[config.mk]
export PLATFORM = sky130hd
export DESIGN_NAME = alu_mc_flat
export DESIGN_NICKNAME = d
export VERILOG_FILES = /design/src/rtl/alu_mc_if.sv /design/src/rtl/alu_mc.sv /design/src/flat_wrapper.sv
export SDC_FILE = /design/constraint.sdc
export NUM_CORES = 1
export LEC_CHECK = 0
export BUFFER_PORTS_ARGS = -buffer_cell sky130_fd_sc_hd__buf_4
export CELL_PAD_IN_SITES_DETAIL_PLACEMENT = 0
export CELL_PAD_IN_SITES_GLOBAL_PLACEMENT = 1
export CORE_UTILIZATION = 42
export CTS_CLUSTER_SIZE = 30
export DETAILED_ROUTE_END_ITERATION = 8
export PLACE_DENSITY = 0.76
export SLEW_MARGIN = 0
export SYNTH_ARGS = -nofsm -noshare
export SYNTH_HDL_FRONTEND = slang
export SYNTH_SLANG_ARGS = --single-unit
[constraint.sdc]
create_clock -name clk -period 5.7 [get_ports clk]
set_input_delay 0.855 -clock clk [delete_from_list [all_inputs] [get_ports clk]]
set_output_delay 0.855 -clock clk [all_outputs]
set_load 0.05 [all_outputs]
[src/rtl/alu_mc_if.sv]
// alu_mc_if: request/result handshake bundle between the execute stage and alu_mc
// Ports: in_valid/in_ready/A/B/ALUControl carry the request; out_valid/out_ready/Result/Z/N/V/C carry the result; busy flags a multi-cycle op
interface alu_mc_if #(
   parameter int WIDTH = 32
) ();
   logic             in_valid;
   logic             in_ready;
   logic [WIDTH-1:0] A;
   logic [WIDTH-1:0] B;
   logic [3:0]       ALUControl;
   logic             out_valid;
   logic             out_ready;
   logic [WIDTH-1:0] Result;
   logic             Z;
   logic             N;
   logic             V;
   logic             C;
   logic             busy;
   modport master (
      output in_valid, A, B, ALUControl, out_ready,
      input  in_ready, out_valid, Result, Z, N, V, C, busy
   );
   modport slave (
      input  in_valid, A, B, ALUControl, out_ready,
      output in_ready, out_valid, Result, Z, N, V, C, busy
   );
endinterface

[src/rtl/alu_mc.sv]
// alu_mc: multi-cycle ALU (add/sub/logic/compare/shift, iterative mul/mulhu/divu/remu) with registered Result and Z/N/V/C
// Ports: clk; rst (synchronous, active low); bus (alu_mc_if.slave) carrying the request, result and busy signals
// Option: ALU_MULDIV_EN builds the iterative multiply/divide; without it opcodes 1010-1101 return 0 with flags 0 in one cycle
module alu_mc #(
   parameter int WIDTH = 32,
   localparam int SHW = $clog2(WIDTH)
) (
   input logic     clk,
   input logic     rst,
   alu_mc_if.slave bus
);
   typedef enum logic [1:0] {IDLE, MUL, DIV} state_t;
   state_t           r_state;
   logic             r_out_valid;
   logic             r_z;
   logic             r_n;
   logic             r_v;
   logic             r_c;
   logic [WIDTH-1:0] r_result;
   logic             w_accept;
   logic             w_sub;
   logic             w_arith;
   logic             w_zn;
   logic             w_v;
   logic             w_c;
   logic [WIDTH-1:0] w_bop;
   logic [WIDTH-1:0] w_res;
   logic [WIDTH:0]   w_sum;
   logic [SHW-1:0]   w_sh;
   assign w_accept = bus.in_valid && bus.in_ready;
   assign w_sub    = bus.ALUControl == 4'b0001;
   assign w_arith  = bus.ALUControl[3:1] == 3'b000;
   // Z/N are only meaningful for ops 0000-1001; everything above that reaching this path returns all-zero flags
   assign w_zn     = bus.ALUControl <= 4'd9;
   assign w_bop    = w_sub ? ~bus.B : bus.B;
   assign w_sum    = {1'b0, bus.A} + {1'b0, w_bop} + {{WIDTH{1'b0}}, w_sub};
   assign w_sh     = bus.B[SHW-1:0];
   assign w_c      = w_arith && w_sum[WIDTH];
   assign w_v      = w_arith && (bus.A[WIDTH-1] == w_bop[WIDTH-1]) && (w_sum[WIDTH-1] != bus.A[WIDTH-1]);
   always_comb begin
      case (bus.ALUControl)
         4'b0000, 4'b0001: w_res = w_sum[WIDTH-1:0];
         4'b0010:          w_res = bus.A & bus.B;
         4'b0011:          w_res = bus.A | bus.B;
         4'b0100:          w_res = bus.A ^ bus.B;
         4'b0101:          w_res = {{(WIDTH-1){1'b0}}, $signed(bus.A) < $signed(bus.B)};
         4'b0110:          w_res = {{(WIDTH-1){1'b0}}, bus.A < bus.B};
         4'b0111:          w_res = bus.A << w_sh;
         4'b1000:          w_res = bus.A >> w_sh;
         4'b1001:          w_res = $signed(bus.A) >>> w_sh;
         default:          w_res = '0;
      endcase
   end
`ifdef ALU_MULDIV_EN
   logic [SHW-1:0]     r_cnt;
   logic               r_busy;
   logic               r_sel;
   logic [WIDTH-1:0]   r_a;
   logic [WIDTH-1:0]   r_b;
   logic [2*WIDTH-1:0] r_acc;
   logic               w_is_mul;
   logic               w_is_div;
   logic [WIDTH:0]     w_madd;
   logic [WIDTH:0]     w_rsh;
   logic [WIDTH-1:0]   w_dif;
   logic [2*WIDTH-1:0] w_acc_nx;
   logic [WIDTH-1:0]   w_fin;
   assign w_is_mul = bus.ALUControl[3:1] == 3'b101;
   assign w_is_div = bus.ALUControl[3:1] == 3'b110;
   // MUL: add multiplicand into the upper half when the multiplier LSB is set, then shift the whole accumulator right
   assign w_madd   = {1'b0, r_acc[2*WIDTH-1:WIDTH]} + {1'b0, r_b[0] ? r_a : {WIDTH{1'b0}}};
   // DIV: upper half is the remainder, lower half shifts the dividend out MSB first and the quotient in LSB first
   assign w_rsh    = r_acc[2*WIDTH-1:WIDTH-1];
   assign w_dif    = w_rsh[WIDTH-1:0] - r_b;
   assign w_acc_nx = (r_state == MUL) ? {w_madd, r_acc[WIDTH-1:1]}
                   : (w_rsh >= {1'b0, r_b}) ? {w_dif, r_acc[WIDTH-2:0], 1'b1}
                   : {w_rsh[WIDTH-1:0], r_acc[WIDTH-2:0], 1'b0};
   // r_sel picks mulhu/remu (upper half) over mul/divu (lower half)
   assign w_fin    = r_sel ? w_acc_nx[2*WIDTH-1:WIDTH] : w_acc_nx[WIDTH-1:0];
   assign bus.busy = r_busy;
`else
   assign bus.busy = 1'b0;
`endif
   always_ff @(posedge clk) begin
      if (!rst) begin
         r_state     <= IDLE;
         r_out_valid <= 1'b0;
         r_result    <= '0;
         r_z         <= 1'b0;
         r_n         <= 1'b0;
         r_v         <= 1'b0;
         r_c         <= 1'b0;
`ifdef ALU_MULDIV_EN
         r_cnt       <= '0;
         r_busy      <= 1'b0;
         r_sel       <= 1'b0;
         r_a         <= '0;
         r_b         <= '0;
         r_acc       <= '0;
`endif
      end else begin
         if (r_out_valid && bus.out_ready) r_out_valid <= 1'b0;
         case (r_state)
            IDLE: if (w_accept) begin
`ifdef ALU_MULDIV_EN
               if (w_is_mul || w_is_div) begin
                  r_state <= w_is_mul ? MUL : DIV;
                  r_busy  <= 1'b1;
                  r_cnt   <= SHW'(WIDTH - 1);
                  r_sel   <= bus.ALUControl[0];
                  r_a     <= bus.A;
                  r_b     <= bus.B;
                  r_acc   <= w_is_mul ? '0 : {{WIDTH{1'b0}}, bus.A};
               end else
`endif
               begin
                  r_out_valid <= 1'b1;
                  r_result    <= w_res;
                  r_z         <= w_zn && (w_res == '0);
                  r_n         <= w_zn && w_res[WIDTH-1];
                  r_v         <= w_v;
                  r_c         <= w_c;
               end
            end
`ifdef ALU_MULDIV_EN
            MUL, DIV: begin
               r_acc <= w_acc_nx;
               if (r_state == MUL) r_b <= r_b >> 1;
               if (r_cnt == '0) begin
                  r_state     <= IDLE;
                  r_busy      <= 1'b0;
                  r_out_valid <= 1'b1;
                  r_result    <= w_fin;
                  r_z         <= w_fin == '0;
                  r_n         <= w_fin[WIDTH-1];
                  r_v         <= 1'b0;
                  r_c         <= 1'b0;
               end else begin
                  r_cnt <= r_cnt - 1'b1;
               end
            end
`endif
            default: r_state <= IDLE;
         endcase
      end
   end
   assign bus.in_ready  = (r_state == IDLE) && (!r_out_valid || bus.out_ready);
   assign bus.out_valid = r_out_valid;
   assign bus.Result    = r_result;
   assign bus.Z         = r_z;
   assign bus.N         = r_n;
   assign bus.V         = r_v;
   assign bus.C         = r_c;
endmodule

[src/flat_wrapper.sv]
// flat-port wrapper written by rule: the top's interface ports become plain ports
module alu_mc_flat 
#(
   parameter int WIDTH = 32,
   localparam int SHW = $clog2(WIDTH)
)
  (clk, rst, bus_in_valid, bus_A, bus_B, bus_ALUControl, bus_out_ready, bus_in_ready, bus_out_valid, bus_Result, bus_Z, bus_N, bus_V, bus_C, bus_busy);
  alu_mc_if #(.WIDTH(WIDTH)) bus_i ();
  input logic clk;
  input logic rst;
  input wire logic [$bits(bus_i.in_valid)-1:0] bus_in_valid;
  input wire logic [$bits(bus_i.A)-1:0] bus_A;
  input wire logic [$bits(bus_i.B)-1:0] bus_B;
  input wire logic [$bits(bus_i.ALUControl)-1:0] bus_ALUControl;
  input wire logic [$bits(bus_i.out_ready)-1:0] bus_out_ready;
  output wire logic [$bits(bus_i.in_ready)-1:0] bus_in_ready;
  output wire logic [$bits(bus_i.out_valid)-1:0] bus_out_valid;
  output wire logic [$bits(bus_i.Result)-1:0] bus_Result;
  output wire logic [$bits(bus_i.Z)-1:0] bus_Z;
  output wire logic [$bits(bus_i.N)-1:0] bus_N;
  output wire logic [$bits(bus_i.V)-1:0] bus_V;
  output wire logic [$bits(bus_i.C)-1:0] bus_C;
  output wire logic [$bits(bus_i.busy)-1:0] bus_busy;
  assign bus_i.in_valid = bus_in_valid;
  assign bus_i.A = bus_A;
  assign bus_i.B = bus_B;
  assign bus_i.ALUControl = bus_ALUControl;
  assign bus_i.out_ready = bus_out_ready;
  assign bus_in_ready = bus_i.in_ready;
  assign bus_out_valid = bus_i.out_valid;
  assign bus_Result = bus_i.Result;
  assign bus_Z = bus_i.Z;
  assign bus_N = bus_i.N;
  assign bus_V = bus_i.V;
  assign bus_C = bus_i.C;
  assign bus_busy = bus_i.busy;
  alu_mc #(.WIDTH(WIDTH)) u_core (.clk(clk), .rst(rst), .bus(bus_i));
endmodule
==> flow_summary.yaml, run 1 <==
status:
  status: "completed"
flow_run:
  drv_cap: 0
floorplanning:
  boundaryPins: 111
  dieArea_mm2: 0.0259
  die_h_um: 161
  row_count: 57
  placeableCoreArea_mm2: 0.0245
  initial_core_util: 0.432
  die_w_um: 161
layout:
  fin_cells: 1772
  utilization: 0.486
  drive_gt1_frac: 0.182
  layout_commonest_cell: "buf_4"
  layout.nets: 1645
  layout_common_cells: "152 x buf_4, 140 x nor2_1, 128 x ha_1"
  area_growth_syn_to_layout_pct: 12.4
clock_tree:
  cts_max_level: 2
  cts_hold_buffers: 0
  numClockSinks: 37
  cts_buffer_depth: 2
  postCtsResizedCells: 0
  clk_pin_slew_ns: 0.06
  post_cts_buffers: 0
  cts_root_buf: "clkbuf_16"
  cts-buffers-inserted: 5
  worstSkewPairLatency_ns: 0.29
  cts_tree: "built"
grt:
  grt_usage: 0.369
  grt_first_pass_wirelength_um: 71700
  overflow: 0
  grt_antenna_before_repair: 2
  grt_start_max_net_pins: 77
  grt_pass1_vias: 10998
route:
  drcViolationCount: 0
  drtIter0Drc: 1422
  routed_wl_um: 48100
  firstDrtPassIters: 5
  ant_nets: 0
  viasPerCell: 6.66
  detail_route.wl_per_cell_um: 27.2
  num_vias: 11808
timing:
  slew_headroom: 0.167
  fin_crit_ns: 5.20
  final.setup.tns_ns: 0
  rsz0062_at_grt: "no"
  fmax_mhz: 192
  slew_viol_final: 0
  tightest_slew_ns: 1.25
  fin_skew_ns: 0.00344
  finalCritPeriodShare: 0.912
  setup_violations: 0
  hold_viol_final: 0
setup_path:
  critPathLaunchType: "input port"
  r2r_cells: 11
  critPathRequiredTime_ns: 5.93
  cp_slowest_cell: "nor4_1"
  cp.arrival_ns: 5.43
  crit_end: "u_core.bus.Z"
  crit_fanout: 20
  timing.rr.start: "u_core.bus.out_valid"
  path_buf_inv: 2
  startpoint: "bus_ALUControl[2]"
  crit_path_end_kind: "register"
  path_class: "input port to register"
  cp.depth: 17
  critical_path.top_delay_family: "simple AND/OR/NAND/NOR gates"
  crit_chain: "buf_4 > or3_1 > nor2_4 > buf_4 > xnor2_1 > ha_1 > a21oi_1 > nor2b_1 > nor4_1 > a2111oi_2 > or3_1 > a311o_1 > nand4b_1 > a2111o_1 > nor4_1 > nand2_1 > nand2_1"
  r2r_slack_ns: 2.95
  reg2reg_to: "u_core.bus.Z"
  max_stage_delay_ns: 0.76
pwr:
  p_clk_frac: 0.184
  switching_share: 0.481
  peakVddDrop_mv: 0.214
  power.internal_w: 0.000913
  combinationalPowerShare: 0.652
  pwr-share-seq: 0.164
  leakage_nw: 5.01
  switchingPower_w: 0.000846
  p_per_area_mw_per_mm2: 148
  total_power_w: 0.00176
placement:
  hpwl_um: 38500
  routabilityCongestion: 0.991
  numPortBuffers: 109
  place_inst: 1761
yosys:
  syn-instance-count: 1388
  yosysWarnings: 0
  syn_nets: 1589
  synth-seq-cells: 37
  avgSynthCellArea_um2: 7.64
  synth_area_mm2: 0.0106
  synthDistinctLibCells: 88
  synth_edf_count: 0
  synth-main-ff-cell: "dfxtp_1"
  ys_async_sr_fraction: 0
  yosysSeqAreaShare: 0.0699
worst_hold_path:
  min_path_type: "register to register"
## synthesized netlist by cell type, types with 5 or more instances
| master | n | area, um^2 |
|---|---|---|
| clkbuf_1 | 69 | 259 |
| buf_2 | 16 | 80.1 |
| mux4_1 | 11 | 289 |
| a22oi_1 | 16 | 120 |
| inv_1 | 86 | 323 |
| nor2_1 | 141 | 529 |
| or2_2 | 9 | 56.3 |
| o22ai_1 | 11 | 68.8 |
| a311oi_1 | 6 | 52.6 |
| and2_1 | 10 | 62.6 |
| nor3_1 | 38 | 190 |
| buf_6 | 5 | 56.3 |
| a211oi_1 | 32 | 240 |
| buf_1 | 11 | 41.3 |
| mux4_2 | 46 | 1040 |
| nand2_1 | 110 | 413 |
| nand3b_1 | 5 | 37.5 |
| dfxtp_1 | 37 | 741 |
| a221oi_1 | 15 | 131 |
| and3_1 | 10 | 62.6 |
| nand3_1 | 37 | 185 |
| o21a_1 | 8 | 60.1 |
| mux2i_1 | 34 | 340 |
| xnor2_1 | 39 | 342 |
| nor2b_1 | 22 | 138 |
| nand2b_1 | 17 | 106 |
| o21bai_1 | 5 | 37.5 |
| a21o_1 | 8 | 60.1 |
| o31ai_1 | 8 | 60.1 |
| a31oi_1 | 12 | 75.1 |
| or3_1 | 12 | 75.1 |
| mux2_2 | 27 | 304 |
| o21ai_0 | 76 | 380 |
| o211ai_1 | 27 | 203 |
| a2111oi_0 | 7 | 61.3 |
| nand4_1 | 18 | 113 |
| a21oi_1 | 83 | 415 |
| o2111ai_1 | 8 | 70.1 |
| nor4b_1 | 5 | 43.8 |
| xor2_1 | 5 | 43.8 |
| nor3b_1 | 6 | 45.0 |
| a211o_1 | 6 | 52.6 |
| nor4_1 | 14 | 87.6 |
| ha_1 | 128 | 1600 |
## routing by layer
layer / wire, um / track usage
met2: 21600 / 0.587
met3: 4230 / 0.0498
met4: 1850 / 0.142
met5: 0 / 0
met1: 20400 / 0.503
## worst reg2reg max path, cell delays in order (launching register included)
cell      delay, ns
dfxtp_1        0.30
nand2b_1       0.12
and2_1         0.14
buf_4          0.36
and3_1         0.25
nand4_1        0.10
nor4b_2        0.24
nand4_1        0.12
or4_1          0.57
nor4_1         0.36
nand2_1        0.08
nand2_1        0.06
## power by group through the flow
stage	combinational, W	sequential (W)	clock, W
after detailed placement	0.00112	0.000294	0
after CTS	0.00112	0.000289	0.000326
after floorplan	0.000666	0.000361	0
after global routing	0.00122	0.000291	0.000338
after global placement	0.00112	0.000293	0
final	0.00115	0.000288	0.000324
## through the flow
stage                     setup slack, ns  area, um^2  hold WS (ns)
after global routing                0.318       11900         0.473
after global placement              0.297       11700         0.451
after detailed placement            0.318       11700         0.449
after floorplan                    0.0785       10600         0.675
final                               0.500       11900         0.457
after CTS                           0.598       11900         0.458
## kinds of logic after synthesis
group                    count (synthesis)  synth area share
adder cells (fa/ha/maj)                129             0.153
XOR/XNOR                                44            0.0363
AND/OR/NAND/NOR                        469             0.216
AO/OA/AOI/OAI                          393             0.256
multiplexers                           122             0.191
other                                    1          0.000354
buffers and inverters                  193            0.0775
flip-flops                              37            0.0699
## final cells by class
cell class                      count  area, um^2
Antenna cell                        3        7.51
Clock buffer                        6         139
Clock inverter                      2        37.5
Fill cell                        2545       12600
Inverter                           88         330
Multi-Input combinational cell   1158        9080
Sequential cell                    37         741
Tap cell                          324         405
Timing Repair Buffer              154        1180
## registers in the layout, indices dropped and copies added (netlist names)
register / flops
u_core.bus.V: 1
u_core.bus.Z: 1
u_core.bus.N: 1
u_core.bus.out_valid: 1
u_core.bus.C: 1
u_core.bus.Result: 32
## worst min path at each step
stage / startpoint / end / cells after the start
after floorplan: u_core.bus.Result[24] / u_core.bus.Result[24] / 2
after global placement: u_core.bus.Result[24] / u_core.bus.Result[24] / 2
after detailed placement: u_core.bus.Z / u_core.bus.Z / 2
after CTS: u_core.bus.Result[24] / u_core.bus.Result[24] / 2
after global routing: u_core.bus.Z / u_core.bus.Z / 2
final: u_core.bus.Z / u_core.bus.Z / 2
(Power assumes the default switching activity.)
==> inputs of run 2 (changes only) <==
--- a/config.mk
+++ b/config.mk
@@ -8,10 +8,10 @@
 export BUFFER_PORTS_ARGS = -buffer_cell sky130_fd_sc_hd__buf_4
 export CELL_PAD_IN_SITES_DETAIL_PLACEMENT = 0
 export CELL_PAD_IN_SITES_GLOBAL_PLACEMENT = 1
-export CORE_UTILIZATION = 42
+export CORE_UTILIZATION = 40
 export CTS_CLUSTER_SIZE = 30
 export DETAILED_ROUTE_END_ITERATION = 8
-export PLACE_DENSITY = 0.76
+export PLACE_DENSITY = 0.73
 export SLEW_MARGIN = 0
 export SYNTH_ARGS = -nofsm -noshare
 export SYNTH_HDL_FRONTEND = slang
==> constraint.sdc (replaced) <==
create_clock -name clk -period 5.7 [get_ports clk]
set_input_delay 0.855 -clock clk [delete_from_list [all_inputs] [get_ports clk]]
set_output_delay 0.855 -clock clk [all_outputs]
set_load 0.1 [all_outputs]
==> run 2 against run 1 <==
  * Worst hold slack improved by 0.0074 ns
  * Global-route usage fell by 0.42 points
  * Routed wire length rose by 3.1%
  * Utilization fell by 2.8 points
  * Power rose by 2.0%
  * Critical path type unchanged
  * Final area rose by 0.15%
==> flow_summary.yaml, run 2 (synthesis gave the netlist of run 1 again) <==
route:
  detail_route.wl_per_cell_um: 27.8
  ant_nets: 0
  firstDrtPassIters: 6
  drtIter0Drc: 1360
  num_vias: 11849
  drcViolationCount: 0
  routed_wl_um: 49700
  viasPerCell: 6.64
timing:
  tightest_slew_ns: 1.17
  slew_headroom: 0.220
  rsz0062_at_grt: "no"
  setup_violations: 0
  hold_viol_final: 0
  fin_crit_ns: 5.15
  slew_viol_final: 0
  fin_skew_ns: 0.00242
  fmax_mhz: 194
  final.setup.tns_ns: 0
  finalCritPeriodShare: 0.904
layout:
  layout.nets: 1651
  area_growth_syn_to_layout_pct: 12.6
  insertedDiodeCount: 0
  layout_commonest_cell: "buf_4"
  drive_gt1_frac: 0.185
  largest_register_ffs: 32
  num-fill-cells: 2736
  layout_common_cells: "159 x buf_4, 140 x nor2_1, 128 x ha_1"
floorplanning:
  row_count: 59
  boundaryPins: 111
  placeableCoreArea_mm2: 0.0261
  initial_core_util: 0.407
  die_w_um: 165
  die_h_um: 165
  dieArea_mm2: 0.0272
setup_path:
  timing.rr.start: "u_core.bus.out_valid"
  critPathLaunchType: "input port"
  cp.arrival_ns: 5.39
  critical_path.top_delay_family: "simple AND/OR/NAND/NOR gates"
  reg2reg_to: "u_core.bus.Z"
  critPathRequiredTime_ns: 5.93
  path_class: "input port to register"
  crit_fanout: 12
  r2r_slack_ns: 2.89
  crit_path_end_kind: "register"
  max_stage_delay_ns: 0.79
  path_buf_inv: 1
  cp_slowest_cell: "nor4_1"
  crit_chain: "buf_4 > or3_1 > nor2_4 > xnor2_1 > ha_1 > a21oi_1 > o21ai_0 > nor4_1 > a2111oi_0 > a41oi_1 > o2111ai_1 > or3_1 > a2111o_1 > nor4_1 > nand2_1 > nand2_1"
  r2r_cells: 11
  startpoint: "bus_ALUControl[1]"
clock_tree:
  postCtsResizedCells: 0
  cts_max_level: 2
  cts_root_buf: "clkbuf_16"
  cts_tree: "built"
  worstSkewPairLatency_ns: 0.29
  numClockSinks: 37
  cts_buffer_depth: 2
  clk_pin_slew_ns: 0.05
  post_cts_buffers: 0
  cts_hold_buffers: 0
  cts-buffers-inserted: 5
pwr:
  switching_share: 0.516
  p_per_area_mw_per_mm2: 150
  peakVddDrop_mv: 0.261
  switchingPower_w: 0.000926
  leakage_nw: 5.02
  p_clk_frac: 0.154
  power.internal_w: 0.000868
  combinationalPowerShare: 0.686
  total_power_w: 0.00179
  pwr-share-seq: 0.161
worst_hold_path:
  hp-start: "u_core.bus.Result[24]"
  min_path_type: "register to register"
  min_path_cells: 2
  whs_endpoint: "u_core.bus.Result[24]"
placement:
  hpwl_um: 39600
  numPortBuffers: 109
  routabilityCongestion: 0.970
grt:
  grt_pass1_vias: 10928
  grt_usage: 0.364
  grt_first_pass_wirelength_um: 72800
  overflow: 0
  grt_antenna_before_repair: 1
  grt_start_max_net_pins: 60
status:
  status: "completed"
flow_run:
  drv_cap: 0
## run 2: cell count changes in the layout (fill, tap and decap cells not counted), sizes merged
cell    delta
buf        +6
diode      -3
bufinv     -1
## run 2: worst max-delay path by stage
stage / slack [ns] / endpoint / cells past startpoint
2_1_floorplan: 0.08 / u_core.bus.Z / 21
3_3_place_gp: 0.31 / u_core.bus.Z / 16
3_5_place_dp: 0.30 / u_core.bus.Z / 16
4_1_cts: 0.59 / u_core.bus.Z / 16
5_1_grt: 0.26 / u_core.bus.Z / 16
6_report: 0.55 / u_core.bus.Z / 16
## run 2: per-layer routing
metal / share of wire / up-vias / global-route usage / wire [um]
met5: 0.00026 / - / 0 / 13
met4: 0.041 / 2 / 0.141 / 2010
met3: 0.076 / 107 / 0.0424 / 3790
met2: 0.45 / 611 / 0.579 / 22200
met1: 0.43 / 5783 / 0.501 / 21600
li1: - / 5346 / - / -
## run 2: worst reg2reg max path: stages, from the launching register on
cell      delay [ns]
dfxtp_1         0.30
nand2b_1        0.12
and2_1          0.14
buf_4           0.38
and3_1          0.24
nand4_1         0.12
nor4b_2         0.25
nand4_1         0.12
or4_1           0.57
nor4_1          0.37
nand2_1         0.09
nand2_1         0.06
## run 2: power by group through the flow
stage / sequential, W / clock, W / combinational [W]
after floorplan: 0.000434 / 0 / 0.000669
after global placement: 0.000294 / 0 / 0.00120
after detailed placement: 0.000294 / 0 / 0.00120
after CTS: 0.000288 / 0.000283 / 0.00121
after global routing: 0.000291 / 0.000292 / 0.00131
final: 0.000288 / 0.000276 / 0.00123
## run 2: metrics by stage
stage,utilization,setup slack (ns),cells,cell area [um^2],hold WS (ns)
6_report,0.458,0.546,1785,11900,0.464
5_1_grt,0.458,0.261,1785,11900,0.488
4_1_cts,0.458,0.586,1785,11900,0.464
3_5_place_dp,0.452,0.302,1778,11800,0.456
3_3_place_gp,0.452,0.311,1778,11800,0.447
2_1_floorplan,-,0.0762,1388,10600,0.888
## run 2: final cells by class
| cell class | count | area [um^2] | share of cell area |
|---|---|---|---|
| Clock inverter | 1 | 7.51 | 0.000629 |
| Tap cell | 335 | 419 | 0.0351 |
| Multi-Input combinational cell | 1158 | 9090 | 0.761 |
| Sequential cell | 37 | 741 | 0.0621 |
| Timing Repair Buffer | 160 | 1210 | 0.102 |
| Clock buffer | 6 | 139 | 0.0116 |
| Inverter | 88 | 330 | 0.0277 |
==> inputs of run 3 (changes only) <==
--- a/config.mk
+++ b/config.mk
@@ -6,12 +6,13 @@
 export NUM_CORES = 1
 export LEC_CHECK = 0
 export BUFFER_PORTS_ARGS = -buffer_cell sky130_fd_sc_hd__buf_4
+export CAP_MARGIN = 20
 export CELL_PAD_IN_SITES_DETAIL_PLACEMENT = 0
 export CELL_PAD_IN_SITES_GLOBAL_PLACEMENT = 1
 export CORE_UTILIZATION = 40
 export CTS_CLUSTER_SIZE = 30
 export DETAILED_ROUTE_END_ITERATION = 8
-export PLACE_DENSITY = 0.73
+export PLACE_DENSITY = 0.7
 export SLEW_MARGIN = 0
 export SYNTH_ARGS = -nofsm -noshare
 export SYNTH_HDL_FRONTEND = slang
==> constraint.sdc (replaced) <==
create_clock -name clk -period 5.6 [get_ports clk]
set_input_delay 0.84 -clock clk [delete_from_list [all_inputs] [get_ports clk]]
set_output_delay 0.84 -clock clk [all_outputs]
set_load 0.1 [all_outputs]
==> run 3 against run 2 <==
  * Clock skew up 0.0024 ns
  * Global-route usage down 1.8 points
  * Final area down 0.15%
  * Critical endpoint unchanged
  * Cell count down 0.17%
  * Sequential share of layout area about the same
  * Sequential power up 2%
  * Highest routed layer unchanged
  * Worst setup slack better by 0.10 ns
  * Power up 0.56%
  * Via count down 1.8%
==> flow_summary.yaml, run 3 (synthesis gave the netlist of run 1 again) <==
status:
  status: "completed"
timing:
  final.setup.tns_ns: 0
  fin_skew_ns: 0.00484
  rsz0062_at_grt: "no"
  fin_crit_ns: 4.95
  tightest_slew_ns: 1.08
  hold_viol_final: 0
  setup_violations: 0
  finalCritPeriodShare: 0.884
  slew_viol_final: 0
  fmax_mhz: 202
  slew_headroom: 0.277
clock_tree:
  cts_tree: "built"
  cts-buffers-inserted: 5
  numClockSinks: 37
  post_cts_buffers: 0
  worstSkewPairLatency_ns: 0.28
  cts_root_buf: "clkbuf_16"
  clk_pin_slew_ns: 0.05
  postCtsResizedCells: 0
  cts_hold_buffers: 0
  cts_buffer_depth: 2
  cts_max_level: 2
pwr:
  p_clk_frac: 0.153
  peakVddDrop_mv: 0.261
  leakage_nw: 5.01
  combinationalPowerShare: 0.684
  p_per_area_mw_per_mm2: 151
  switching_share: 0.511
  power.internal_w: 0.000882
  pwr-share-seq: 0.163
  total_power_w: 0.00180
  switchingPower_w: 0.000922
layout:
  num-fill-cells: 2696
  drive_gt1_frac: 0.183
  layout_common_cells: "155 x buf_4, 140 x nor2_1, 128 x ha_1"
  area_growth_syn_to_layout_pct: 12.4
  insertedDiodeCount: 0
  layout.nets: 1648
  largest_register_ffs: 32
  layout_commonest_cell: "buf_4"
  utilization: 0.457
setup_path:
  cp_slowest_cell: "or4_1"
  path_class: "input port to register"
  crit_top_cell: "nand2_1"
  max_stage_delay_ns: 0.54
  r2r_cells: 11
  crit_fanout: 19
  crit_chain: "buf_4 > or3_1 > nor2_4 > buf_4 > xnor2_1 > ha_1 > and3_1 > nand2_1 > o41ai_1 > o21bai_1 > xnor2_1 > a211oi_1 > nand2_1 > or4_1 > nor4_1 > nand2_1 > nand2_1"
  critPathLaunchType: "input port"
  crit_path_end_kind: "register"
  critical_path.top_delay_family: "simple AND/OR/NAND/NOR gates"
  path_buf_inv: 2
  critPathRequiredTime_ns: 5.82
  cp.depth: 17
  cp.arrival_ns: 5.17
route:
  detail_route.wl_per_cell_um: 26.7
  drcViolationCount: 0
  viasPerCell: 6.53
  drtIter0Drc: 1152
  firstDrtPassIters: 5
  ant_nets: 0
  num_vias: 11639
  routed_wl_um: 47500
floorplanning:
  initial_core_util: 0.407
  die_w_um: 165
  dieArea_mm2: 0.0272
  boundaryPins: 111
  placeableCoreArea_mm2: 0.0261
  die_h_um: 165
  row_count: 59
placement:
  numPortBuffers: 109
  routabilityCongestion: 0.998
  hpwl_um: 38100
worst_hold_path:
  min_path_type: "register to register"
  min_path_cells: 2
grt:
  overflow: 0
  grt_start_max_net_pins: 75
  grt_pass1_vias: 10729
  grt_usage: 0.346
  grt_antenna_before_repair: 2
  grt_first_pass_wirelength_um: 69400
flow_run:
  drv_cap: 0
## run 3: cell count changes in the layout (fill, tap and decap cells not counted), sizes merged
cell	previous run	this run
clkbuf	6	7
clkinvlp	1	0
buf	160	157
## run 3: cell type report
| type | count | area (um^2) | area share |
|---|---|---|---|
| Sequential cell | 37 | 741 | 0.0621 |
| Multi-Input combinational cell | 1158 | 9080 | 0.762 |
| Timing Repair Buffer | 157 | 1200 | 0.101 |
| Tap cell | 335 | 419 | 0.0352 |
| Inverter | 88 | 330 | 0.0277 |
| Clock buffer | 7 | 143 | 0.0120 |
## run 3: stage by stage
| stage | area (um^2) | hold slack, ns | setup slack (ns) | std cells |
|---|---|---|---|---|
| 4_1_cts | 11900 | 0.457 | 0.665 | 1782 |
| 3_5_place_dp | 11800 | 0.450 | 0.381 | 1775 |
| 5_1_grt | 11900 | 0.508 | 0.314 | 1782 |
| 2_1_floorplan | 10600 | 0.888 | 0.0101 | 1388 |
| 3_3_place_gp | 11800 | 0.455 | 0.446 | 1775 |
| 6_report | 11900 | 0.458 | 0.651 | 1782 |
## run 3: path summary, 6_finish.rpt
path                                             from               endpoint  slack (ns)
worst max-delay path                bus_ALUControl[1]           u_core.bus.Z        0.65
worst max register to register   u_core.bus.out_valid           u_core.bus.Z        2.89
worst min register to register  u_core.bus.Result[24]  u_core.bus.Result[24]        0.46
worst min-delay path            u_core.bus.Result[24]  u_core.bus.Result[24]        0.46
## run 3: metal layers
metal | wire, um | vias to the layer above | global-route usage
met3 | 3660 | 94 | 0.0377
met2 | 20900 | 594 | 0.539
met5 | 12 | - | 0
met1 | 21000 | 5623 | 0.485
met4 | 1990 | 2 | 0.140
li1 | - | 5326 | -
## run 3: power groups by stage
stage	Combinational [W]	Clock, W	Sequential [W]
final	0.00123	0.000276	0.000294
after global routing	0.00131	0.000294	0.000296
after CTS	0.00121	0.000282	0.000294
after detailed placement	0.00121	0	0.000300
after global placement	0.00121	0	0.000299
after floorplan	0.000681	0	0.000441
## run 3: tightest hold or removal path: cells and delay by family, from the launching register on
kind | cells | cell delay, ns
compound gates | 1 | 0.05
flops | 1 | 0.31
simple gates | 1 | 0.05
